**src/rtl/pcie_dma_pkg.sv**
```systemverilog
// Shared PCIe DMA definitions: TLP fmt/type codes, RX parser state encoding,
// and the captured completion-request register bundle.
package pcie_dma_pkg;

    localparam logic [6:0] FMT_MRD32 = 7'h00;
    localparam logic [6:0] FMT_MRD64 = 7'h20;
    localparam logic [6:0] FMT_MWR32 = 7'h40;
    localparam logic [6:0] FMT_MWR64 = 7'h60;
    localparam logic [6:0] FMT_IOWR  = 7'h42;
    localparam logic [6:0] FMT_IORD  = 7'h02;
    localparam logic [6:0] FMT_CPL   = 7'h0A;
    localparam logic [6:0] FMT_CPLD  = 7'h4A;

    typedef enum logic [3:0] {
        ST_RST      = 4'd0,
        ST_RD32_DW2 = 4'd1,
        ST_RD64_DW2 = 4'd2,
        ST_WR32_DW2 = 4'd3,
        ST_WR64_DW2 = 4'd4,
        ST_WR64_DW3 = 4'd5,
        ST_IOWR_DW2 = 4'd6,
        ST_WAIT_WR  = 4'd7,
        ST_WAIT_CPL = 4'd8,
        ST_DISCARD  = 4'd9
    } rx_state_e;

    typedef struct packed {
        logic [2:0]  tc;
        logic        td;
        logic        ep;
        logic [1:0]  attr;
        logic [9:0]  len;
        logic [15:0] rid;
        logic [7:0]  tag;
        logic [7:0]  be;
        logic [12:0] addr;
        logic        compl_wd;
    } req_regs_t;

    localparam req_regs_t REQ_REGS_RST = '0;

    // State entered after header beat 0; anything not a 1-DW supported request is dropped.
    function automatic rx_state_e rx_first_state(input logic [6:0] ft, input logic one_dw,
                                                 input logic last);
        rx_state_e st;
        st = last ? ST_RST : ST_DISCARD;
        if (one_dw) begin
            case (ft)
                FMT_MRD32, FMT_IORD: st = ST_RD32_DW2;
                FMT_MRD64:           st = ST_RD64_DW2;
                FMT_MWR32:           st = ST_WR32_DW2;
                FMT_MWR64:           st = ST_WR64_DW2;
                FMT_IOWR:            st = ST_IOWR_DW2;
                default:             st = last ? ST_RST : ST_DISCARD;
            endcase
        end
        return st;
    endfunction

endpackage

```
**src/rtl/pcie_io_rx_engine.sv**
```systemverilog
// Receive-side PIO engine: parses 1-DW memory/IO request TLPs from a 64-bit
// AXI-stream, issues local writes and hands completion requests to the TX engine.
module pcie_io_rx_engine
    import pcie_dma_pkg::*;
#(
    parameter int C_DATA_WIDTH = 64,
    parameter int KEEP_WIDTH   = C_DATA_WIDTH / 8
) (
    input  logic                    i_clk,
    input  logic                    i_rst,
    input  logic [C_DATA_WIDTH-1:0] i_m_axis_rx_tdata,
    input  logic [KEEP_WIDTH-1:0]   i_m_axis_rx_tkeep,
    input  logic                    i_m_axis_rx_tlast,
    input  logic                    i_m_axis_rx_tvalid,
    output logic                    o_m_axis_rx_tready,
    output logic                    o_req_compl,
    output logic                    o_req_compl_wd,
    input  logic                    i_compl_done,
    output logic [2:0]              o_req_tc,
    output logic                    o_req_td,
    output logic                    o_req_ep,
    output logic [1:0]              o_req_attr,
    output logic [9:0]              o_req_len,
    output logic [15:0]             o_req_rid,
    output logic [7:0]              o_req_tag,
    output logic [7:0]              o_req_be,
    output logic [12:0]             o_req_addr,
    output logic [10:0]             o_wr_addr,
    output logic [3:0]              o_wr_be,
    output logic [31:0]             o_wr_data,
    output logic                    o_wr_en,
    input  logic                    i_wr_busy,
    output logic [3:0]              o_dbg_state
);

    // Handshake: a beat transfers on a rising edge where tvalid and the registered
    // tready are both 1; tready is computed from the next state so it drops in the
    // same update that enters WAIT_WR/WAIT_CPL.
    rx_state_e   state_q, state_d;
    req_regs_t   req_q, req_d;
    logic        tready_q, tready_d;
    logic        compl_q, compl_d;
    logic        owe_q, owe_d;
    logic        wr_en_q, wr_en_d;
    logic [10:0] wr_addr_q, wr_addr_d;
    logic [3:0]  wr_be_q, wr_be_d;
    logic [31:0] wr_data_q, wr_data_d;
    logic        beat;
    logic [31:0] dw_lo, dw_hi;
    logic        unused_ok;

    assign beat      = i_m_axis_rx_tvalid & tready_q;
    assign dw_lo     = i_m_axis_rx_tdata[31:0];
    assign dw_hi     = i_m_axis_rx_tdata[63:32];
    assign unused_ok = ^{i_m_axis_rx_tkeep, i_m_axis_rx_tdata};

    always_comb begin
        state_d   = state_q;
        req_d     = req_q;
        owe_d     = owe_q;
        compl_d   = 1'b0;
        wr_en_d   = 1'b0;
        wr_addr_d = wr_addr_q;
        wr_be_d   = wr_be_q;
        wr_data_d = wr_data_q;
        case (state_q)
            ST_RST: begin
                if (beat) begin
                    state_d = rx_first_state(dw_lo[30:24], dw_lo[9:0] == 10'd1, i_m_axis_rx_tlast);
                    if (state_d != ST_RST && state_d != ST_DISCARD) begin
                        req_d.tc       = dw_lo[22:20];
                        req_d.td       = dw_lo[15];
                        req_d.ep       = dw_lo[14];
                        req_d.attr     = dw_lo[13:12];
                        req_d.len      = dw_lo[9:0];
                        req_d.rid      = dw_hi[31:16];
                        req_d.tag      = dw_hi[15:8];
                        req_d.be       = dw_hi[7:0];
                        req_d.addr     = '0;
                        req_d.compl_wd = (state_d == ST_RD32_DW2) || (state_d == ST_RD64_DW2);
                        owe_d          = (state_d == ST_IOWR_DW2);
                        wr_be_d        = dw_hi[3:0];
                    end
                end
            end
            ST_RD32_DW2, ST_RD64_DW2: begin
                if (beat) begin
                    req_d.addr = (state_q == ST_RD32_DW2) ? {dw_lo[12:2], 2'b00}
                                                          : {dw_hi[12:2], 2'b00};
                    compl_d    = 1'b1;
                    state_d    = ST_WAIT_CPL;
                end
            end
            ST_WR32_DW2, ST_IOWR_DW2: begin
                if (beat) begin
                    wr_addr_d  = dw_lo[12:2];
                    req_d.addr = {dw_lo[12:2], 2'b00};
                    wr_data_d  = dw_hi;
                    wr_en_d    = 1'b1;
                    state_d    = ST_WAIT_WR;
                end
            end
            ST_WR64_DW2: begin
                if (beat) begin
                    wr_addr_d  = dw_hi[12:2];
                    req_d.addr = {dw_hi[12:2], 2'b00};
                    state_d    = ST_WR64_DW3;
                end
            end
            ST_WR64_DW3: begin
                if (beat) begin
                    wr_data_d = dw_lo;
                    wr_en_d   = 1'b1;
                    state_d   = ST_WAIT_WR;
                end
            end
            ST_WAIT_WR: begin
                if (!i_wr_busy) begin
                    if (owe_q) begin
                        owe_d   = 1'b0;
                        compl_d = 1'b1;
                        state_d = ST_WAIT_CPL;
                    end else begin
                        state_d = ST_RST;
                    end
                end
            end
            ST_WAIT_CPL: begin
                // A done coincident with the request pulse belongs to an earlier request.
                if (i_compl_done && !compl_q) state_d = ST_RST;
            end
            ST_DISCARD: begin
                if (beat && i_m_axis_rx_tlast) state_d = ST_RST;
            end
            default: state_d = ST_RST;
        endcase
        tready_d = (state_d != ST_WAIT_WR) && (state_d != ST_WAIT_CPL);
    end

    always_ff @(posedge i_clk) begin
        if (i_rst) begin
            state_q   <= ST_RST;
            req_q     <= REQ_REGS_RST;
            tready_q  <= 1'b0;
            compl_q   <= 1'b0;
            owe_q     <= 1'b0;
            wr_en_q   <= 1'b0;
            wr_addr_q <= '0;
            wr_be_q   <= '0;
            wr_data_q <= '0;
        end else begin
            state_q   <= state_d;
            req_q     <= req_d;
            tready_q  <= tready_d;
            compl_q   <= compl_d;
            owe_q     <= owe_d;
            wr_en_q   <= wr_en_d;
            wr_addr_q <= wr_addr_d;
            wr_be_q   <= wr_be_d;
            wr_data_q <= wr_data_d;
        end
    end

    assign o_m_axis_rx_tready = tready_q;
    assign o_req_compl        = compl_q;
    assign o_req_compl_wd     = req_q.compl_wd;
    assign o_req_tc           = req_q.tc;
    assign o_req_td           = req_q.td;
    assign o_req_ep           = req_q.ep;
    assign o_req_attr         = req_q.attr;
    assign o_req_len          = req_q.len;
    assign o_req_rid          = req_q.rid;
    assign o_req_tag          = req_q.tag;
    assign o_req_be           = req_q.be;
    assign o_req_addr         = req_q.addr;
    assign o_wr_addr          = wr_addr_q;
    assign o_wr_be            = wr_be_q;
    assign o_wr_data          = wr_data_q;
    assign o_wr_en            = wr_en_q;
    assign o_dbg_state        = state_q;

endmodule
```
**config.mk**
```make
export PLATFORM = sky130hd
export DESIGN_NAME = pcie_io_rx_engine
export DESIGN_NICKNAME = d
export VERILOG_FILES = /design/src/rtl/pcie_dma_pkg.sv /design/src/rtl/pcie_io_rx_engine.sv
export SDC_FILE = /design/constraint.sdc
export NUM_CORES = 1
export LEC_CHECK = 0
export ABC_AREA = 1
export CORE_UTILIZATION = 25
export CTS_BUF_LIST = sky130_fd_sc_hd__clkbuf_8
export DETAILED_ROUTE_END_ITERATION = 10
export HOLD_SLACK_MARGIN = 0.15
export MAX_ROUTING_LAYER = met4
export SLEW_MARGIN = 20
export SYNTH_ARGS = -nofsm -noshare
export SYNTH_HDL_FRONTEND = slang
export SYNTH_SLANG_ARGS = --single-unit
export TNS_END_PERCENT = 50
```
**constraint.sdc**
```tcl
create_clock -name i_clk -period 2.25 [get_ports i_clk]
set_clock_uncertainty 0.05 [all_clocks]
set_input_delay 0.45 -clock i_clk [delete_from_list [all_inputs] [get_ports i_clk]]
set_output_delay 0.45 -clock i_clk [all_outputs]
set_load 0.05 [all_outputs]
```
==> run summary <==
final WL = 17,500 um
GRT Residual Overflow = 0
Critical Path RT = 1.75 ns
Setup Fix Bufs, Post-CTS = 0
number of global-route vias before repair = 4,892
fmax = 0.461 GHz
Iter 0 DRT Violations = 295
max-cap check violation count = 0
Via Count = 5,189
first-pass GRT wire length = 26,700 um
Crit Path Max Fanout = 5
layout cell share with drive strength beyond 1 = 12.4%
GR Layer Usage met3 = 3.81%
FP Rows = 51
leak pwr = 3.24 nW
Synth cell types = 37
Worst-Margin Slew = 0.560 ns
relative slew slack = 62.6%
Tcrit/Tclk final = 96.4%
ranking of synthesized cells by area = dfxtp_1 (44%), o21ai_0 (11%), nor2_1 (9.5%)
Post-DRT Antenna Nets = 0
core area = 0.0197 mm^2
htree depth = 3
CP arrival = 1.67 ns
Worst Setup End Kind = output pin
slowest stage cell, crit path = clkdlybuf4s50_1
min-delay worst type = reg -> reg
Total Routing Usage GR = 17.5%
n_diodes = 0
status = finished, final reports clean
Root Driver = clkbuf_8
Die Wd = 145 um
Skew-Pair Late Insertion Delay = 0.38 ns
count of port buffers added during placement = 184
CTS max path bufs = 2
drt wl/cell = 15.1 um
Yosys reg bits = 112
area added between synthesis and finish = 49.4%
CTS buffer count = 9
Critical Path Start = o_dbg_state[0]$_SDFF_PP0_
most common cell after layout, fill and taps aside = clkdlybuf4s50_1
commonest non-fill, non-tap cells in the layout = clkdlybuf4s50_1 (182), nor2_1 (129), dfxtp_1 (111)
CP delay by family, top = buffers and inverters
YS warnings = 0
Starting Density = 25.8%
synthesized area = 0.00508 mm^2
CP max stage delay = 0.84 ns
most used routing layer = met2
min-delay src = o_req_len[6]$_SDFFE_PP0P_
Final Hold Vio Count = 0
die height = 145 um
number of I/O pins = 195
worst path cell trace = clkdlybuf4s50_1
clock-pin transition on the worst setup and hold timing paths = 0.10 ns
met2 Use GR = 27.2%
Place WS = -0.196 ns
Cells after Synth = 688
kind of critical path = reg -> out
placer congestion estimate = 0.893
startpoint types = register
reg2reg start = o_dbg_state[2]$_SDFF_PP0_
pwr/cell area = 519 mW/mm^2
CTS sink cnt = 112
DP HPWL = 12,800 um
post-synth top area share = 44.1%
CTS tree = yes
final net count = 966
final setup vio count = 0
buffers plus inverters on the worst setup path = 1
clock period minus worst slack = 2.17 ns
initial antenna violation count = 0
Peak VDD IR = 0.258 mV
DR pass1 iterations = 4
Via density = 4.48
met1 Usage GRT = 22.2%
Final Core Density = 38.5%
area of the die = 0.0209 mm^2
cell taking the most area after synthesis = dfxtp_1
pin count of the biggest net entering global routing = 48
Slew Viols, Final = 0
register area share after synthesis = 44.1%
Mean Syn Cell Area = 7.38 um^2
number of remaining DRC errors = 0
fin worst setup slack = 0.0800 ns
RSZ-0062 raised after global routing = no
[state kept, by name, indices dropped and copies added, names as in the netlist, 2 cells and up]
signal	cells
o_wr_data	32
o_req_rid	16
o_req_len	10
o_req_be	8
o_wr_addr	11
o_req_addr	11
o_req_attr	2
o_req_tc	3
o_dbg_state	4
o_req_tag	8
[Yosys cell counts, drive strengths merged]
cell / n
o21ai: 115
a21boi: 1
dfxtp: 112
o22ai: 1
conb: 1
o2111a: 1
o21a: 1
nand3: 29
a31oi: 17
inv: 67
a211oi: 30
o211ai: 8
a221oi: 1
nand2: 79
nand4: 3
clkinv: 1
nor3: 2
buf: 28
a21oi: 24
and3: 1
nor4: 1
clkbuf: 20
nor2: 145
[repair_timing]
| item | CTS | global route |
|---|---|---|
| setup endpoints to repair | 0 | 14 |
| hold buffers | 0 | 0 |
| gates resized for setup | 0 | 3 |
[area by class of cell]
type                       count  area [um^2]
clock buffer                   9          124
inverter                      68          264
tap                          265          332
multi-input combinational    461         2300
fill                        2068        12100
sequential                   112         2240
timing repair buffer         236         2280
clock inverter                 7         41.3
[power by group]
group	total, W	switching [W]	leakage, nW	internal (W)
combinational	0.000785	0.000455	2.24	0.000331
sequential	0.00204	0.0000271	0.904	0.00202
clock	0.00111	0.000713	0.0988	0.000397
[cell families after synthesis]
family / Yosys count / share of synthesized area [%]
AO/OA/AOI/OAI: 199 / 22.6
buffers and inverters: 116 / 10.6
flip-flops: 112 / 44.1
AND/OR/NAND/NOR: 260 / 22.5
other: 1 / 0.0738
[path summary, 6_finish.rpt]
check	to	slack, ns	cells past startpoint
hold / removal	o_req_len[6]$_SDFFE_PP0P_	0.41	2
hold reg to reg	o_req_len[6]$_SDFFE_PP0P_	0.41	2
setup reg to reg	o_m_axis_rx_tready$_SDFF_PP0_	0.23	14
setup / recovery	o_dbg_state[0]	0.08	1
[stage by stage]
step	cells	TNS, ns	area [um^2]	hold WS (ns)	power [W]
5_1_grt	1158	0	7590	0.433	0.00417
3_5_place_dp	1142	-9.57	7410	0.397	0.00287
6_report	1158	0	7590	0.412	0.00394
2_1_floorplan	689	0	5080	0.474	0.00252
4_1_cts	1158	0	7580	0.415	0.00400
3_3_place_gp	1142	-5.64	7410	0.394	0.00287
[per-layer routing]
metal / vias to the layer above / part of all wire, %
li1: 2664 / -
met1: 2340 / 46
met2: 168 / 46
met3: 17 / 6.6
met4: 0 / 1.7
met5: - / 0
[worst register-to-register path: stages (launching register included)]
cell,delay (ns)
dfxtp_2,0.40
inv_2,0.07
nor2_2,0.19
buf_4,0.23
inv_1,0.08
nor2_2,0.14
nand2_1,0.13
o211ai_1,0.14
nor2_1,0.07
o21ai_1,0.15
nand2_1,0.09
inv_1,0.06
nand2_1,0.04
inv_1,0.05
nor2_1,0.04
(Power assumes the default switching activity.)
